$ cat src/rtl/mdu_iterative.sv
// RV32M multiply/divide, one bit per cycle: latency XLEN+1 (1 for div-by-zero/overflow).
// No backpressure on results; busy=1 ignores start, flush aborts at the next edge.
module mdu_iterative #(
    parameter int XLEN  = 32,
    parameter int TAG_W = 5
) (
    input  logic             clk,
    input  logic             reset,
    input  logic             start,
    input  logic [2:0]       funct3,
    input  logic [XLEN-1:0]  op_a,
    input  logic [XLEN-1:0]  op_b,
    input  logic [TAG_W-1:0] tag_in,
    input  logic             flush,
    output logic             busy,
    output logic             done,
    output logic [XLEN-1:0]  result,
    output logic [TAG_W-1:0] tag_out
);
    localparam int CW = $clog2(XLEN);
    localparam logic [XLEN-1:0] MOST_NEG = {1'b1, {(XLEN-1){1'b0}}};

    typedef enum logic [1:0] {IDLE, CALC, FIX} state_t;

    state_t            state;
    logic [2:0]        op;
    logic [CW-1:0]     cnt;
    logic [2*XLEN-1:0] acc;
    logic [XLEN-1:0]   divisor;
    logic              neg;
    logic [TAG_W-1:0]  tag;

    logic              a_signed, b_signed, sign_a, sign_b;
    logic [XLEN-1:0]   abs_a, abs_b;
    logic              div_zero, div_ovf;
    logic [XLEN-1:0]   fast_quo, fast_rem;

    always_comb begin
        a_signed = (funct3 == 3'b001) || (funct3 == 3'b010) ||
                   (funct3 == 3'b100) || (funct3 == 3'b110);
        b_signed = (funct3 == 3'b001) || (funct3 == 3'b100) || (funct3 == 3'b110);
        sign_a   = a_signed && op_a[XLEN-1];
        sign_b   = b_signed && op_b[XLEN-1];
        abs_a    = sign_a ? -op_a : op_a;
        abs_b    = sign_b ? -op_b : op_b;
        div_zero = funct3[2] && (op_b == '0);
        div_ovf  = funct3[2] && !funct3[0] && (op_a == MOST_NEG) && (op_b == '1);
        fast_quo = div_zero ? '1 : op_a;
        fast_rem = div_zero ? op_a : '0;
    end

    // Multiply and divide share acc: low half starts as |a|, high half as 0.
    logic [XLEN-1:0]   acc_hi, acc_lo;
    logic [XLEN:0]     mul_sum, trial;
    logic [2*XLEN-1:0] acc_mul, acc_div;

    always_comb begin
        acc_hi  = acc[2*XLEN-1:XLEN];
        acc_lo  = acc[XLEN-1:0];
        mul_sum = {1'b0, acc_hi} + (acc_lo[0] ? {1'b0, divisor} : {(XLEN+1){1'b0}});
        acc_mul = {mul_sum, acc_lo[XLEN-1:1]};
        // Partial remainder stays below divisor, so the dropped acc_hi MSB is always 0.
        trial   = {acc_hi, acc_lo[XLEN-1]} - {1'b0, divisor};
        acc_div = trial[XLEN] ? {acc_hi[XLEN-2:0], acc_lo, 1'b0}
                              : {trial[XLEN-1:0], acc_lo[XLEN-2:0], 1'b1};
    end

    logic [2*XLEN-1:0] prod;
    logic [XLEN-1:0]   quo, rem, fix_res;

    always_comb begin
        prod = neg ? -acc : acc;
        quo  = neg ? -acc_lo : acc_lo;
        rem  = neg ? -acc_hi : acc_hi;
        case (op)
            3'b000:                 fix_res = prod[XLEN-1:0];
            3'b001, 3'b010, 3'b011: fix_res = prod[2*XLEN-1:XLEN];
            3'b100, 3'b101:         fix_res = quo;
            default:                fix_res = rem;
        endcase
    end

    always_ff @(posedge clk or posedge reset) begin
        if (reset) begin
            state   <= IDLE;
            op      <= '0;
            cnt     <= '0;
            acc     <= '0;
            divisor <= '0;
            neg     <= 1'b0;
            tag     <= '0;
            busy    <= 1'b0;
            done    <= 1'b0;
            result  <= '0;
            tag_out <= '0;
        end else begin
            done <= 1'b0;
            if (flush) begin
                state <= IDLE;
                busy  <= 1'b0;
            end else begin
                case (state)
                    IDLE: begin
                        if (start) begin
                            op      <= funct3;
                            tag     <= tag_in;
                            divisor <= abs_b;
                            cnt     <= '0;
                            busy    <= 1'b1;
                            if (div_zero || div_ovf) begin
                                // Architectural results are final; no sign correction.
                                acc   <= {fast_rem, fast_quo};
                                neg   <= 1'b0;
                                state <= FIX;
                            end else begin
                                acc   <= {{XLEN{1'b0}}, abs_a};
                                neg   <= (funct3[2] && funct3[1]) ? sign_a : (sign_a ^ sign_b);
                                state <= CALC;
                            end
                        end
                    end
                    CALC: begin
                        acc <= op[2] ? acc_div : acc_mul;
                        cnt <= cnt + CW'(1);
                        if (cnt == CW'(XLEN-1)) begin
                            state <= FIX;
                        end
                    end
                    FIX: begin
                        result  <= fix_res;
                        tag_out <= tag;
                        done    <= 1'b1;
                        busy    <= 1'b0;
                        state   <= IDLE;
                    end
                    default: begin
                        state <= IDLE;
                        busy  <= 1'b0;
                    end
                endcase
            end
        end
    end
endmodule

$ cat config.mk
export PLATFORM = sky130hd
export DESIGN_NAME = mdu_iterative
export DESIGN_NICKNAME = d
export VERILOG_FILES = /design/src/rtl/mdu_iterative.sv
export SDC_FILE = /design/constraint.sdc
export NUM_CORES = 1
export LEC_CHECK = 0
export CAP_MARGIN = 20
export CORE_UTILIZATION = 40
export DETAILED_ROUTE_END_ITERATION = 8
export PLACE_DENSITY_LB_ADDON = 0.05
export SLEW_MARGIN = 30
export SYNTH_ARGS = -nofsm -noshare
export SYNTH_HDL_FRONTEND = slang
export SYNTH_SLANG_ARGS = --single-unit
$ cat constraint.sdc
create_clock -name clk -period 7.3 [get_ports clk]
set_clock_uncertainty 0.15 [all_clocks]
set_input_delay 1.46 -clock clk [delete_from_list [all_inputs] [get_ports clk]]
set_output_delay 1.46 -clock clk [all_outputs]
set_load 0.05 [all_outputs]
==> run summary, run 1 <==
CTS H-tree lvls = 4
Post-synth EDFFs = 0
Clk Latency, worst-skew pair = 0.45 ns
CP max-delay cell = and3_1
dpl hpwl = 37330 µm
largest net degree at the start of global routing = 108
Initial Utilization = 40.68%
Die Footprint = 35880 µm²
Clk pin slew, worst setup/hold paths = 0.07 ns
min-delay src = tag[1]
Worst Setup SP = op_b[0]
Reg2Reg Depth = 14
Rel. slew slack = 35.56%
Worst VDD drop = 0.2077 mV
first-pass GRT wire length = 75690 µm
Rows = 68
GR Overflow Total = 0
Yosys warning count = 0
Synth-to-Final Area Change = 14.91%
DRC = 0
initial antenna violation count = 0
DIE WIDTH = 189.4 µm
worst hold-check path type = reg -> reg
ys flop type = dfrtp_1
GRT Total Usage = 27.10%
Post-Syn Area = 14050 µm²
nature of the critical path startpoint = primary input
CP endpoint kind = flip-flop
Post-CTS Setup Inserts = 0
RR Startpoint = acc[31]
Max Root-Sink Buffers = 2
Synth Register Bits = 151
final core utilization = 46.75%
Final min period = 5.224 ns
Hold Violations, Final = 0
antenna-violating nets left = 0
status = completed
Req. time, crit path = 7.52 ns
vias per cell = 5.858
top cells by count, synth = a21oi_1, nand2_1, nor2_1
CP endpoint = acc[1]
gpl congestion = 0.9094
hold buffer count at cts = 0
dominant cell type by area after synthesis = dfrtp_1
CTS tree = yes
number of fill cells in the layout = 3585
Final setup viols = 0
RSZ-0062 raised after global routing = false
I/O pin cnt = 115
Critical Path Fanout Max = 19
vias in the first global route = 13340
register area share after synthesis = 26.89%
static leakage = 6.694 nW
Syn Area/Cell = 7.696 µm²
count leader, synth = a21oi_1
final setup TNS = 0 ns
IO buf count = 114
slack of the worst reg-to-reg path = 2.44 ns
Final period util = 71.56%
fmax = 0.1914 GHz
DR iter-0 viols = 881
Pwr Density = 387.9 nW/µm²
WL per Instance = 20.59 µm
layout cell share with drive strength beyond 1 = 5.045%
Worst-Margin Slew = 0.9666 ns
reg2reg end = acc[56]
max_cap viols = 0
count of final max-slew check failures = 0
total wire length = 48140 µm
dominant cells by area after synthesis = dfrtp_1, a21oi_1, ha_1
worst path cell trace = clkdlybuf4s50_1, inv_1, ha_1, nand2_1, or3_1, or4_1, nor3b_1, and3_1, nor2_1, a221o_1, o21ai_0
Inserted Diodes = 0
Cells after Synth = 1826
Nets = 2019
total clock sinks = 151
CTS Buf Count = 17
CP Class = in -> reg
Crit path arrival time = 5.44 ns
Root Buffer = clkbuf_16
DIE HEIGHT = 189.4 µm
Hold Slack = 0.3147 ns
core area = 34540 µm²
Async SR Flop Fraction = 100.0%
TritonRoute pass-1 iters = 6
Synth top area share = 26.89%
synth unique cells = 73
vias = 13700
post-cts sizing count = 0
crit-path max cell delay = 0.87 ns
Mapped Nets = 1975
[sequential cells by signal (all words and copies together) (netlist names)]
register	flops
acc	64
busy	1
cnt	5
divisor	32
done	1
neg	1
op	3
result	32
state	2
tag	5
tag_out	5
[through the flow]
step | std cells | area (µm²) | worst slack, ns | power, mW
CTS | 2337 | 16130 | 2.138 | 6.262
detailed placement | 2305 | 15500 | 1.662 | 5.264
global placement | 2305 | 15490 | 1.688 | 5.242
global route | 2338 | 16150 | 1.797 | 6.733
finish | 2338 | 16150 | 2.076 | 6.264
floorplan | 1826 | 14050 | 1.625 | 4.176
[per-layer routing]
| metal | vias to the layer above | part of all wire [%] | track usage, % |
|---|---|---|---|
| met3 | 67 | 4.5 | 3.114 |
| met4 | 0 | 2.6 | 9.212 |
| met1 | 6529 | 45 | 35.38 |
| li1 | 6716 | - | - |
| met5 | - | 0 | 0 |
| met2 | 385 | 48 | 46.13 |
[final cells by class]
type | count | area, µm² | share of cell area [%]
Clock inverter | 15 | 207.7 | 1.286
Inverter | 63 | 244.0 | 1.511
Sequential cell | 151 | 3781 | 23.42
Clock buffer | 17 | 425.4 | 2.634
Multi-Input combinational cell | 1502 | 9614 | 59.54
Timing Repair Buffer | 135 | 1306 | 8.089
Tap cell | 455 | 569.3 | 3.525
[kinds of logic (layout without fill, tap and decap cells)]
logic type / Yosys count / in the layout / share of synthesized area [%]
buf+inv: 173 / 230 / 4.933
simple gates: 551 / 551 / 18.21
compound gates: 632 / 632 / 27.37
fa+ha+maj: 73 / 73 / 6.607
mux: 63 / 63 / 4.586
flops: 151 / 151 / 26.89
xor+xnor: 183 / 183 / 11.41
[power by group]
part	internal [mW]	switching [mW]	total, mW
Combinational	1.46	2.26	3.71
Sequential	1.11	0.465	1.57
Clock	0.554	0.426	0.980
[layout by cell type (no fill, tap or decap), drive strengths merged, types with 19 or more instances in the layout]
| master | instances |
|---|---|
| a21oi | 251 |
| nand2 | 192 |
| nor2 | 168 |
| dfrtp | 151 |
| o21ai | 139 |
| clkdlybuf4s50 | 114 |
| xor2 | 96 |
| xnor2 | 87 |
| ha | 71 |
| inv | 71 |
| mux2i | 52 |
| o31ai | 36 |
| a21o | 36 |
| nor3 | 29 |
| o22ai | 23 |
| nand3 | 22 |
| or3 | 22 |
| a211oi | 21 |
| buf | 21 |
| nand4 | 19 |
| nor4 | 19 |
[critical path, delay by kind of cell]
kind	cells	cell delay [ns]
AND/OR/NAND/NOR	6	2.74
buffers and inverters	2	0.57
AO/OA/AOI/OAI	2	0.48
adder cells (fa/ha/maj)	1	0.16
[worst min-delay path by stage]
stage	slack [ns]	cells after the start	endpoint
5_1_grt	0.34	1	busy
3_3_place_gp	0.30	2	tag_out[1]
2_1_floorplan	0.28	2	tag_out[0]
4_1_cts	0.32	2	tag_out[1]
6_report	0.31	2	tag_out[1]
3_5_place_dp	0.30	2	tag_out[1]
(Power assumes the default switching activity.)
==> run 2: changes to the inputs <==
- clock period: 7.3 -> 4.5 ns (I/O delays scaled with it)
==> run 2 against run 1 <==
Against the previous run: first-iteration DRC count rose by 12%; sequential share of layout area decreased by 0.59 points; design area is 2.6% higher; critical path type is now reg -> reg; largest power group unchanged; highest routed layer unchanged.
==> run summary, run 2 (synthesized netlist as in run 1, its figures left out) <==
final setup TNS = 0 ns
number of fill cells in the layout = 3542
static leakage = 6.957 nW
Worst VDD drop = 0.3088 mV
post-cts sizing count = 0
CP max-delay cell = nor4b_2
Hold Slack = 0.3166 ns
vias per cell = 5.805
Max Root-Sink Buffers = 2
Hold Violations, Final = 0
top flop regs = acc x64, divisor x32, result x32
nature of the critical path startpoint = flip-flop
Top reg by flops = acc
CP endpoint kind = flip-flop
CTS H-tree lvls = 4
Rel. slew slack = 39.41%
Root Buffer = clkbuf_16
Initial Utilization = 40.68%
Post-CTS Setup Inserts = 0
Pwr Density = 623.2 nW/µm²
I/O pin cnt = 115
crit-path max cell delay = 0.41 ns
DR iter-0 viols = 984
Crit path arrival time = 4.28 ns
layout cell share with drive strength beyond 1 = 7.637%
Worst-Margin Slew = 0.9006 ns
count of final max-slew check failures = 0
TritonRoute pass-1 iters = 6
commonest cells after routing, fill and taps aside = a21oi_1, nand2_1, nor2_1, dfrtp_1, o21ai_0
first-pass GRT wire length = 76690 µm
status = completed
Post-DP Area = 15990 µm²
DIE HEIGHT = 189.4 µm
GR Overflow Total = 0
hold buffer count at cts = 0
Inserted Diodes = 0
Final Cell Area = 16570 µm²
CTS tree = yes
CTS Buf Count = 17
Rows = 68
Synth-to-Final Area Change = 17.91%
CP Class = reg -> reg
DRC = 0
largest net degree at the start of global routing = 82
GRT Total Usage = 27.55%
gpl congestion = 0.9461
Nets = 2074
total clock sinks = 151
total wire length = 48730 µm
Clk pin slew, worst setup/hold paths = 0.08 ns
Final period util = 91.57%
Clk Latency, worst-skew pair = 0.46 ns
Largest register FFs = 64
IO buf count = 114
dpl hpwl = 38170 µm
vias = 13890
Die Footprint = 35880 µm²
DIE WIDTH = 189.4 µm
core area = 34540 µm²
fmax = 0.2427 GHz
Final min period = 4.121 ns
antenna-violating nets left = 0
worst hold-check path type = reg -> reg
Final setup viols = 0
worst path cell trace = inv_1, ha_1, fa_1, nor2b_1, o211ai_1, a21o_1, a2111oi_1, buf_4, nor4_1, nor4b_2, buf_12, mux2_2, a211oi_1, o22ai_1
WL per Instance = 20.36 µm
initial antenna violation count = 0
final core utilization = 47.96%
Req. time, crit path = 4.66 ns
vias in the first global route = 13390
commonest non-fill, non-tap cell in the layout = a21oi_1
max_cap viols = 0
Critical Path Fanout Max = 30
RSZ-0062 raised after global routing = false
-- run 2: changes by cell type in the layout (fill, tap and decap cells not counted), moves of 2 or more --
cell,before,now
clkinvlp_4,1,3
buf_12,0,6
bufinv_16,3,1
buf_4,20,70
inv_8,5,3
-- run 2: worst max-delay path: cells and delay by family (launching register included) --
kind / cells / cell delay, ns
and+or+nand+nor: 3 / 0.65
DFF: 1 / 0.35
adders and majority gates: 2 / 0.69
buffers and inverters: 3 / 0.62
AOI/OAI and AO/OA: 5 / 1.14
muxes: 1 / 0.35
-- run 2: cell type report --
| type | instances | area, µm² | share of cell area, % |
|---|---|---|---|
| Tap cell | 455 | 569.3 | 3.436 |
| Clock buffer | 19 | 442.9 | 2.673 |
| Multi-Input combinational cell | 1502 | 9612 | 58.01 |
| Sequential cell | 151 | 3781 | 22.82 |
| Inverter | 63 | 240.2 | 1.450 |
| Clock inverter | 13 | 136.4 | 0.8231 |
| Timing Repair Buffer | 190 | 1787 | 10.78 |
-- run 2: stage by stage --
step	worst slack, ns	std cells	total power, mW
floorplan	0.7849	1826	6.774
global placement	0.1018	2361	8.723
detailed placement	0.1172	2361	8.772
CTS	0.4133	2393	10.29
global route	0.1504	2393	11.10
finish	0.3795	2393	10.33
-- run 2: worst paths after layout --
check,from,to,slack (ns),depth (start not counted)
max reg2reg,acc[31],acc[50],0.38,14
min reg2reg,tag[1],tag_out[1],0.32,2
min in group asynchronous,reset,result[5],0.77,2
min,tag[1],tag_out[1],0.32,2
max,acc[31],acc[50],0.38,14
max in group asynchronous,reset,op[2],2.64,3
-- run 2: power breakdown --
group,switching [mW],total [mW],internal [mW]
clock network,0.699,1.49,0.795
registers,0.574,2.37,1.80
logic,3.92,6.46,2.54
total,5.19,10.3,5.13
-- run 2: routing by layer --
metal / wire length, µm / track usage (%) / vias to the layer above
met5: 0 / 0 / -
met4: 1504 / 9.801 / 0
met3: 1964 / 3.114 / 74
met2: 22780 / 45.72 / 399
met1: 22480 / 36.83 / 6589
li1: - / - / 6830
